`src/rtl/alu_lane_scheduler.sv`:
```
// alu_lane_scheduler: round-robin issue of buffered micro-ops onto the four
// ALU lanes (0=AB arith, 1=LB logic, 2=LSB lshift, 3=RSB rshift).
// Each requester owns a small FIFO. Every cycle the FIFO heads are visited in
// round-robin order, and up to four heads are granted. Two granted heads may
// not share a lane or a destination register. The RF selects, write enables
// and opcodes for the granted heads are registered and appear one cycle later.
// Optional build macro ALU_SCHED_STATS_EN adds per-requester stall counters
// on port stall_cnt_o.
module alu_lane_scheduler #(
    parameter int NREQ       = 2,
    parameter int FIFO_DEPTH = 2,
    parameter int ADDR_W     = 3
) (
    input  logic                     clk_i,
    input  logic                     arst_i,
    input  logic                     flush_i,
    input  logic [3:0]               lane_hold_i,
    input  logic [NREQ-1:0]          req_valid_i,
    output logic [NREQ-1:0]          req_ready_o,
    input  logic [2*NREQ-1:0]        req_lane_i,
    input  logic [2*NREQ-1:0]        req_op_i,
    input  logic [ADDR_W*NREQ-1:0]   req_ra_i,
    input  logic [ADDR_W*NREQ-1:0]   req_rb_i,
    input  logic [ADDR_W*NREQ-1:0]   req_rc_i,
    input  logic [ADDR_W*NREQ-1:0]   req_rd_i,
    output logic [4*ADDR_W-1:0]      sel_a_o,
    output logic [4*ADDR_W-1:0]      sel_b_o,
    output logic [4*ADDR_W-1:0]      sel_r_o,
    output logic [2*ADDR_W-1:0]      sel_c_o,
    output logic [7:0]               op_o,
    output logic [3:0]               we_o,
    output logic [NREQ-1:0]          grant_o
`ifdef ALU_SCHED_STATS_EN
    ,
    output logic [NREQ*16-1:0]       stall_cnt_o
`endif
);

    // Entry layout, MSB to LSB: {lane, op, ra, rb, rc, rd}.
    localparam int EW       = 4 + 4*ADDR_W;
    localparam int RD_LSB   = 0;
    localparam int RC_LSB   = ADDR_W;
    localparam int RB_LSB   = 2*ADDR_W;
    localparam int RA_LSB   = 3*ADDR_W;
    localparam int OP_LSB   = 4*ADDR_W;
    localparam int LANE_LSB = 4*ADDR_W + 2;
    localparam int PTR_W    = $clog2(FIFO_DEPTH);
    localparam int CNT_W    = $clog2(FIFO_DEPTH + 1);
    localparam int RR_W     = (NREQ > 1) ? $clog2(NREQ) : 1;
    localparam int NRD      = 1 << ADDR_W;

    logic [NREQ-1:0][EW-1:0]    head_entry;
    logic [NREQ-1:0]            head_valid;
    logic [NREQ-1:0]            push;
    logic [NREQ-1:0]            grant_next;
    logic [NREQ-1:0]            grant_reg;
    logic [RR_W-1:0]            rr_ptr_reg;
    logic [RR_W-1:0]            rr_ptr_next;

    logic [3:0]                 we_next, we_reg;
    logic [3:0][ADDR_W-1:0]     sel_a_next, sel_a_reg;
    logic [3:0][ADDR_W-1:0]     sel_b_next, sel_b_reg;
    logic [3:0][ADDR_W-1:0]     sel_r_next, sel_r_reg;
    logic [1:0][ADDR_W-1:0]     sel_c_next, sel_c_reg;
    logic [3:0][1:0]            op_next, op_reg;

    logic [3:0]                 arb_lane_used;
    logic [NRD-1:0]             arb_rd_used;
    logic                       arb_found;
    int                         arb_sum;
    logic [RR_W-1:0]            arb_idx;
    logic [EW-1:0]              arb_entry;
    logic [1:0]                 arb_lane;
    logic [ADDR_W-1:0]          arb_rd;

    for (genvar gi = 0; gi < NREQ; gi++) begin : g_req
        logic [EW-1:0]    mem [FIFO_DEPTH];
        logic [PTR_W-1:0] wr_ptr_reg;
        logic [PTR_W-1:0] rd_ptr_reg;
        logic [CNT_W-1:0] count_reg;
        logic [EW-1:0]    in_entry;

        assign in_entry = {req_lane_i[gi*2 +: 2], req_op_i[gi*2 +: 2],
                           req_ra_i[gi*ADDR_W +: ADDR_W], req_rb_i[gi*ADDR_W +: ADDR_W],
                           req_rc_i[gi*ADDR_W +: ADDR_W], req_rd_i[gi*ADDR_W +: ADDR_W]};
        // Ready depends only on the stored count, so a same-cycle pop cannot reopen it.
        assign req_ready_o[gi] = (count_reg != CNT_W'(FIFO_DEPTH));
        assign push[gi]        = req_valid_i[gi] & req_ready_o[gi] & ~flush_i;
        assign head_valid[gi]  = (count_reg != '0);
        assign head_entry[gi]  = mem[rd_ptr_reg];

        // Entry storage; no reset needed since the count guards validity.
        always_ff @(posedge clk_i) begin
            if (push[gi]) begin
                mem[wr_ptr_reg] <= in_entry;
            end
        end

        // FIFO pointers and occupancy; a grant is the pop.
        always_ff @(posedge clk_i or negedge arst_i) begin
            if (!arst_i) begin
                wr_ptr_reg <= '0;
                rd_ptr_reg <= '0;
                count_reg  <= '0;
            end else if (flush_i) begin
                wr_ptr_reg <= '0;
                rd_ptr_reg <= '0;
                count_reg  <= '0;
            end else begin
                if (push[gi]) begin
                    wr_ptr_reg <= wr_ptr_reg + 1'b1;
                end
                if (grant_next[gi]) begin
                    rd_ptr_reg <= rd_ptr_reg + 1'b1;
                end
                case ({push[gi], grant_next[gi]})
                    2'b10:   count_reg <= count_reg + 1'b1;
                    2'b01:   count_reg <= count_reg - 1'b1;
                    default: count_reg <= count_reg;
                endcase
            end
        end

`ifdef ALU_SCHED_STATS_EN
        logic [15:0] stall_cnt_reg;

        // Count cycles where this requester had a head waiting but lost arbitration.
        always_ff @(posedge clk_i or negedge arst_i) begin
            if (!arst_i) begin
                stall_cnt_reg <= '0;
            end else if (flush_i) begin
                stall_cnt_reg <= '0;
            end else if (head_valid[gi] && !grant_next[gi] && stall_cnt_reg != 16'hFFFF) begin
                stall_cnt_reg <= stall_cnt_reg + 16'd1;
            end
        end

        assign stall_cnt_o[gi*16 +: 16] = stall_cnt_reg;
`endif
    end

    // Round-robin arbitration over FIFO heads with lane and destination conflict checks.
    always_comb begin
        grant_next    = '0;
        we_next       = '0;
        sel_a_next    = '0;
        sel_b_next    = '0;
        sel_r_next    = '0;
        sel_c_next    = '0;
        op_next       = '0;
        rr_ptr_next   = rr_ptr_reg;
        arb_lane_used = '0;
        arb_rd_used   = '0;
        arb_found     = 1'b0;
        arb_sum       = 0;
        arb_idx       = '0;
        arb_entry     = '0;
        arb_lane      = '0;
        arb_rd        = '0;
        for (int k = 0; k < NREQ; k++) begin
            arb_sum = int'(rr_ptr_reg) + k;
            if (arb_sum >= NREQ) begin
                arb_sum = arb_sum - NREQ;
            end
            arb_idx   = RR_W'(arb_sum);
            arb_entry = head_entry[arb_idx];
            arb_lane  = arb_entry[LANE_LSB +: 2];
            arb_rd    = arb_entry[RD_LSB +: ADDR_W];
            if (head_valid[arb_idx] && !lane_hold_i[arb_lane] &&
                !arb_lane_used[arb_lane] && !arb_rd_used[arb_rd]) begin
                grant_next[arb_idx]     = 1'b1;
                arb_lane_used[arb_lane] = 1'b1;
                arb_rd_used[arb_rd]     = 1'b1;
                we_next[arb_lane]       = 1'b1;
                sel_a_next[arb_lane]    = arb_entry[RA_LSB +: ADDR_W];
                sel_b_next[arb_lane]    = arb_entry[RB_LSB +: ADDR_W];
                sel_r_next[arb_lane]    = arb_entry[RD_LSB +: ADDR_W];
                op_next[arb_lane]       = arb_entry[OP_LSB +: 2];
                // Only the shifter lanes (2,3) carry a shift-count register.
                if (arb_lane[1]) begin
                    sel_c_next[arb_lane[0]] = arb_entry[RC_LSB +: ADDR_W];
                end
                if (!arb_found) begin
                    arb_found   = 1'b1;
                    rr_ptr_next = (arb_sum == NREQ - 1) ? '0 : RR_W'(arb_sum + 1);
                end
            end
        end
    end

    // Registered issue: one-cycle pulse of selects/enables for the lanes granted last cycle.
    always_ff @(posedge clk_i or negedge arst_i) begin
        if (!arst_i) begin
            rr_ptr_reg <= '0;
            we_reg     <= '0;
            sel_a_reg  <= '0;
            sel_b_reg  <= '0;
            sel_r_reg  <= '0;
            sel_c_reg  <= '0;
            op_reg     <= '0;
            grant_reg  <= '0;
        end else if (flush_i) begin
            rr_ptr_reg <= '0;
            we_reg     <= '0;
            sel_a_reg  <= '0;
            sel_b_reg  <= '0;
            sel_r_reg  <= '0;
            sel_c_reg  <= '0;
            op_reg     <= '0;
            grant_reg  <= '0;
        end else begin
            rr_ptr_reg <= rr_ptr_next;
            we_reg     <= we_next;
            sel_a_reg  <= sel_a_next;
            sel_b_reg  <= sel_b_next;
            sel_r_reg  <= sel_r_next;
            sel_c_reg  <= sel_c_next;
            op_reg     <= op_next;
            grant_reg  <= grant_next;
        end
    end

    assign we_o    = we_reg;
    assign sel_a_o = sel_a_reg;
    assign sel_b_o = sel_b_reg;
    assign sel_r_o = sel_r_reg;
    assign sel_c_o = sel_c_reg;
    assign op_o    = op_reg;
    assign grant_o = grant_reg;

endmodule

```
`config.mk`:
```
export PLATFORM = sky130hd
export DESIGN_NAME = alu_lane_scheduler
export DESIGN_NICKNAME = d
export VERILOG_FILES = /design/src/rtl/alu_lane_scheduler.sv
export SDC_FILE = /design/constraint.sdc
export NUM_CORES = 1
export LEC_CHECK = 0
export CAP_MARGIN = 20
export CORE_ASPECT_RATIO = 1.75
export CORE_MARGIN = 2
export CORE_UTILIZATION = 30
export DETAILED_ROUTE_END_ITERATION = 6
export RECOVER_POWER = 25
export SLEW_MARGIN = 10
export SYNTH_ARGS = -nofsm -noshare
export SYNTH_HDL_FRONTEND = slang
export SYNTH_SLANG_ARGS = --single-unit
```
`constraint.sdc`:
```
create_clock -name clk_i -period 3.1 [get_ports clk_i]
set_clock_uncertainty 0.1 [all_clocks]
set_input_delay 0.31 -clock clk_i [delete_from_list [all_inputs] [get_ports clk_i]]
set_output_delay 0.31 -clock clk_i [all_outputs]
set_load 0.05 [all_outputs]
```
; Word-level counts from Yosys, hierarchy flattened
; Memories as Yosys holds them, arrays and structs flattened.
; Index checks and enable logic that the tools add are counted.
[totals]
ram_bits = 64
rom_bits = 8
in_bits = 41
ff_bits = 65
mem_count = 3
[mem_list]
columns = memory, words, word_bits, read_ports, rd_ports_with_merged_regs, wr, line_no
row1 = g_req[0].mem, 2, 16, 1, 0, 1, 77  ; logic [EW-1:0] mem [FIFO_DEPTH];
row2 = g_req[1].mem, 2, 16, 1, 0, 1, 77
row3 = (no name shown), 8, 1, 1, 0, 0, 170  ; !arb_lane_used[arb_lane] && !arb_rd_used[arb_rd]) begin
[classes]
n_addsub = 13
n_bitwise = 12
n_reduce_logical = 27
muxes = 95
order_cmp = 17
n_eq_ne = 8
[ops]
columns = op, n
row1 = 12-bit 2-to-1 mux, 9
row2 = "32-bit by 2-bit == test with 1-bit output, second input constant", 2
row3 = 16-bit 2-to-1 mux, 4
row4 = 32-bit 2-to-1 mux, 2
row5 = 12-bit AND, 3
row6 = 12-bit bitwise mux, 3
row7 = 1-bit 2-to-1 mux, 34
row8 = 8-bit 2-to-1 mux, 4
row9 = 6-bit 2-to-1 mux, 5
row10 = 2-bit 2-to-1 mux, 7
row11 = 1-bit logical AND, 13
row12 = 3-bit demux with 2-bit select, 2
row13 = 3-bit 2-to-1 mux, 4
row14 = 4-bit 2-to-1 mux, 3
row15 = 2-bit nonzero test, 6
row16 = 8-bit AND, 1
row17 = 1-bit binary-select mux with 2-bit select, 4
row18 = 8-bit bitwise mux, 1
row19 = 2-bit demux with 2-bit select, 2
row20 = "1-bit by 2-bit less-than comparator with 1-bit output, second input constant", 4
row21 = "3-bit by 4-bit less-than comparator with 1-bit output, second input constant", 2
row22 = 2-bit one-hot mux with 2 select lines, 2
row23 = "1-bit adder, second input constant", 6
row24 = 6-bit AND, 1
row25 = 26 further kinds, 48

; Longest topological paths before layout
[logic_depth]
depth_word = 20
mapped_depth = 11
depth_no_buf = 8

; Worst setup path after synthesis
; OpenSTA, ideal clock, no wires.
[synth_timing]
kind = reg2reg
start = reg g_req[1].count_reg[0]
end = mem g_req[1].mem[1][0] in the netlist's numbering, enable pin
path_stages_with_launch = 4
slack_ns = 0.238
arrival_ns = 2.349
setup_time_ns = 0.413
n_path_buf = 0
cell_sequence = dfrtp_1 -> nand2b_1 -> nand2_1 -> nor3b_1
[synth_between]
elab_chain_cells = 5
[synth_rtl]
columns = element, line_no
row1 = "start, declared", 80  ; logic [CNT_W-1:0] count_reg;
row2 = "start signal, assigned", 117  ; 2'b10: count_reg <= count_reg + 1'b1;
row3 = "start signal, assigned", 118  ; 2'b01: count_reg <= count_reg - 1'b1;
row4 = "start signal, assigned", 119  ; default: count_reg <= count_reg;
row5 = 2-bit inequality test, 87  ; assign req_ready_o[gi] = (count_reg != CNT_W'(FIFO_DEPTH));
row6 = named net req_ready_o[1], 19  ; output logic [NREQ-1:0] req_ready_o,
row7 = 1-bit AND (2 in a row), 88  ; assign push[gi] = req_valid_i[gi] & req_ready_o[gi] & ~flush_i;
row8 = 1-bit 2-to-1 mux, 94  ; if (push[gi]) begin
row9 = 1-bit 2-to-1 mux (implied by the code), 95  ; mem[wr_ptr_reg] <= in_entry;
row10 = "end, declared", 77
; The timed path passes the listed nets, and every way through them passes these cells.

; Worst setup path after layout
[layout_timing]
start = reg g_req[1].rd_ptr_reg
end = reg sel_c_reg, in the netlist sel_c_o[5]
[layout_between]
elab_chain_cells = 17
word_cells_on_any_way = 58
cone_classes = order compare (8) / mux (31) / bitwise (1) / reduce/logical (16) / memory (2)
[layout_rtl]
columns = element, line_no
row1 = "start, declared", 79  ; logic [PTR_W-1:0] rd_ptr_reg;
row2 = "start signal, assigned", 114  ; rd_ptr_reg <= rd_ptr_reg + 1'b1;
row3 = memory 2 x 16 bit *, --
row4 = "parallel branches: the longest is 14 deep, another holds 3-bit by 4-bit less-than comparator with 1-bit output", --
row5 = 6-bit 2-to-1 mux *, 169  ; if (head_valid[arb_idx] && !lane_hold_i[arb_lane] &&
row6 = 6-bit 2-to-1 mux *, 202  ; end else if (flush_i) begin
row7 = "end signal, assigned", 217  ; sel_c_reg <= sel_c_next;
row8 = "end, declared", 64  ; logic [1:0][ADDR_W-1:0] sel_c_next, sel_c_reg;
; Mark *: on every way between the ends. The select of a mux whose other input is x is not followed.
; A chain may end at the register's enable or synchronous reset.

==> impl_metrics.ini <==
[setup_path]
worstSetupPathType = register to register
cp_cell_sequence = buf_4, mux2i_1, mux2i_4, mux2i_1, nand4_1, a21oi_2, a221oi_1, nor3_1
startpoint = g_req[1].rd_ptr_reg
crit_slowest_cell = a21oi_2
r2r_start = g_req[1].rd_ptr_reg
crit_buf_inv = 1
critical_path.max_fanout = 18
slowest_delay_ps = 700
path_common_cell = mux2i_1
critical_path.top_delay_family = compound AO/OA/AOI/OAI gates
cp_data_arrival_time_ps = 3140
endpoint_kind = register
worstSetupStartpointType = register
crit_required_ps = 3330

[finish]
largest_register = g_req.mem
nNetsFinal = 672
syn2layout_area_growth_pct = 31.8
final_cells = 888
ff_latch_area_um2 = 3550
multi_input_area_um2 = 2370
drive_gt1_share_pct = 14.3
largest_reg_flops = 64
fill_cells = 1910
n_antenna_cell = 0

[power]
power.leakage_nw = 3.07
p_comb_share_pct = 42.1
peakVddDrop_mv = 0.328
p_sw_share_pct = 41.1
power_density_nw_per_um2 = 880
switchingPower_mw = 2.89
internal_power_mw = 4.14
p_seq_share_pct = 30.7
clock_power_share_pct = 27.2

[clock_network]
cts_root_buf = clkbuf_16
tritoncts = done
clkTransAtPathRegs_ps = 70
cts.sinks = 129
clock_latency_ps = 420
cts_buffers = 17
htree_levels = 4
cts_buffer_depth = 2
postCtsSetupBuffers = 0

[global_routing]
globalRouteOverflowTotal = 0
top_usage_layer = met2
grt_usage_pct = 15.6
grt_max_degree = 66
use_met3_pct = 1.96
met2_usage_pct = 28.0
antenna_found_initial = 0
grt_pass1_vias = 4542
grt_pass1_wl_um = 25500
grt_util_met1_pct = 18.4

[synth]
ys_ff_latch = 129
synth_flop_cell = dfrtp_1
syn_nets = 555
synth.largest_area_cell = edfxtp_1
synth_most_common_cell = dfrtp_1
synth_warnings = 0
synth_edf_count = 64
synth.distinct_cells = 57
synth_top_cell_area_share_pct = 31.7
synthTopCellsByArea = edfxtp_1 (32%), dfrtp_1 (27%), mux2i_1 (5.0%)
synth_area_per_cell_um2 = 11.8
synth_cells = 513
synthArstFlopShare_pct = 50.4
syn-cell-area_um2 = 6060
ys_top_cells_by_count = dfrtp_1 (65), edfxtp_1 (64), nor2_1 (62)
seq_area_frac_synth_pct = 58.5

[outcome]
violations = capacitance limit, slew limit
status = finished with violations

[route]
route.detailed.drc = 0
routed_via_density = 5.02
drtPass1Iterations = 5
first_iter_violations = 207
drt-total-wl_um = 16400
vias = 4462
wl_per_cell_um = 18.5
ant_nets = 0

[run]
drv_cap = 1

[placement]
port_buffers = 98
gp_congestion = 0.886
dp_cells = 855
place_hpwl_um = 12600

[floorplan]
coreArea_um2 = 19700
dieWidth_um = 111
io_pins = 99
num_rows = 68
chipHeight_um = 192
dieArea_um2 = 21400
start_util_pct = 30.7

[timing]
final.min_clock_period_ps = 2910
fin_crit_sh_pct = 93.9
max_clock_freq_ghz = 0.344
relSlewSlack_pct = -7.82
finalHoldViolCount = 0
rsz0062_at_grt = no
report.final.slew_viol_count = 66
finalSetupViolCount = 0
fin_tns_setup_ps = 0
worstMarginPinSlew_ps = 1620
whs_ps = 436

[worst_hold_path]
hold_start = req_rb_i[0]
min_path_type = primary input to register
metrics by stage:
| stage | cell area [um2] | setup slack, ps | util (%) | power [mW] |
|---|---|---|---|---|
| CTS | 7990 | 199 | 40.5 | 7.09 |
| global placement | 7410 | 134 | 37.6 | 5.13 |
| global route | 7990 | 39.8 | 40.5 | 7.40 |
| detailed placement | 7410 | 132 | 37.6 | 5.16 |
| floorplan | 6060 | 238 | - | 4.25 |
| finish | 7990 | 190 | 40.5 | 7.03 |
cells by family (layout without fill, tap and decap cells):
group	count (synthesis)	count (layout)	synth area share, %
and+or+nand+nor	174	174	13.8
DFF	129	129	58.5
AOI/OAI and AO/OA	127	127	15.7
muxes	44	44	8.11
buffers and inverters	32	162	2.74
xor gates and xnor gates	6	6	0.867
adders and majority gates	1	1	0.206
final timing paths:
check,endpoint,cells after the start,slack (ps)
setup / recovery,sel_c_o[5],8,190
hold / removal,g_req[0].mem[0][6],1,440
setup reg to reg,sel_c_o[5],8,190
hold reg to reg,g_req[1].wr_ptr_reg,2,490
max in group asynchronous,g_req[0].rd_ptr_reg,3,1050
min in group asynchronous,g_req[1].rd_ptr_reg,3,800
layer usage:
| metal | vias up | wire (um) |
|---|---|---|
| met1 | 2167 | 6740 |
| met5 | - | 0 |
| met2 | 148 | 8620 |
| met4 | 0 | 417 |
| li1 | 2129 | - |
| met3 | 18 | 610 |
cells in the final DEF (no fill, tap or decap), types with 4 or more instances in the layout:
master / Yosys / layout
dfrtp_1: 65 / 64
mux2_2: 11 / 11
mux2i_1: 30 / 30
edfxtp_1: 64 / 64
a221oi_1: 4 / 4
nor2b_1: 16 / 16
a211oi_1: 7 / 7
nor2_1: 62 / 62
o211ai_1: 12 / 12
nand3_1: 7 / 7
o21ai_0: 30 / 30
nor3_1: 18 / 16
nand2b_1: 10 / 10
o31a_1: 8 / 8
a22oi_1: 22 / 22
clkinv_4: 0 / 5
and2_1: 9 / 9
nand2_1: 33 / 33
a22o_1: 8 / 8
a21oi_1: 12 / 12
dlygate4sd3_1: 0 / 33
buf_4: 2 / 25
inv_1: 4 / 4
clkbuf_16: 0 / 17
clkdlybuf4s50_1: 0 / 65
inv_8: 0 / 5
final cells by class:
type / instances / share of cell area [%]
clock inverters: 15 / 1.83
clock buffers: 17 / 5.32
multi-input cells: 352 / 29.6
flip-flops and latches: 129 / 44.4
inverters: 5 / 0.235
well taps: 245 / 3.84
repair buffers: 125 / 14.7
power groups by stage:
stage	sequential, mW	clock (mW)	combinational [mW]
6_report	2.16	1.91	2.96
3_5_place_dp	2.19	0	2.96
2_1_floorplan	2.60	0	1.64
5_1_grt	2.18	2.05	3.17
3_3_place_gp	2.19	0	2.94
4_1_cts	2.16	1.96	2.98
what timing repair did:
action / in CTS / in global routing
resized for setup: 0 / 1
setup endpoints to repair: 0 / 2
hold buffers: 1 / 0
hold endpoints to repair: 10 / 0
No activity file was read; power rests on OpenSTA's default activity.
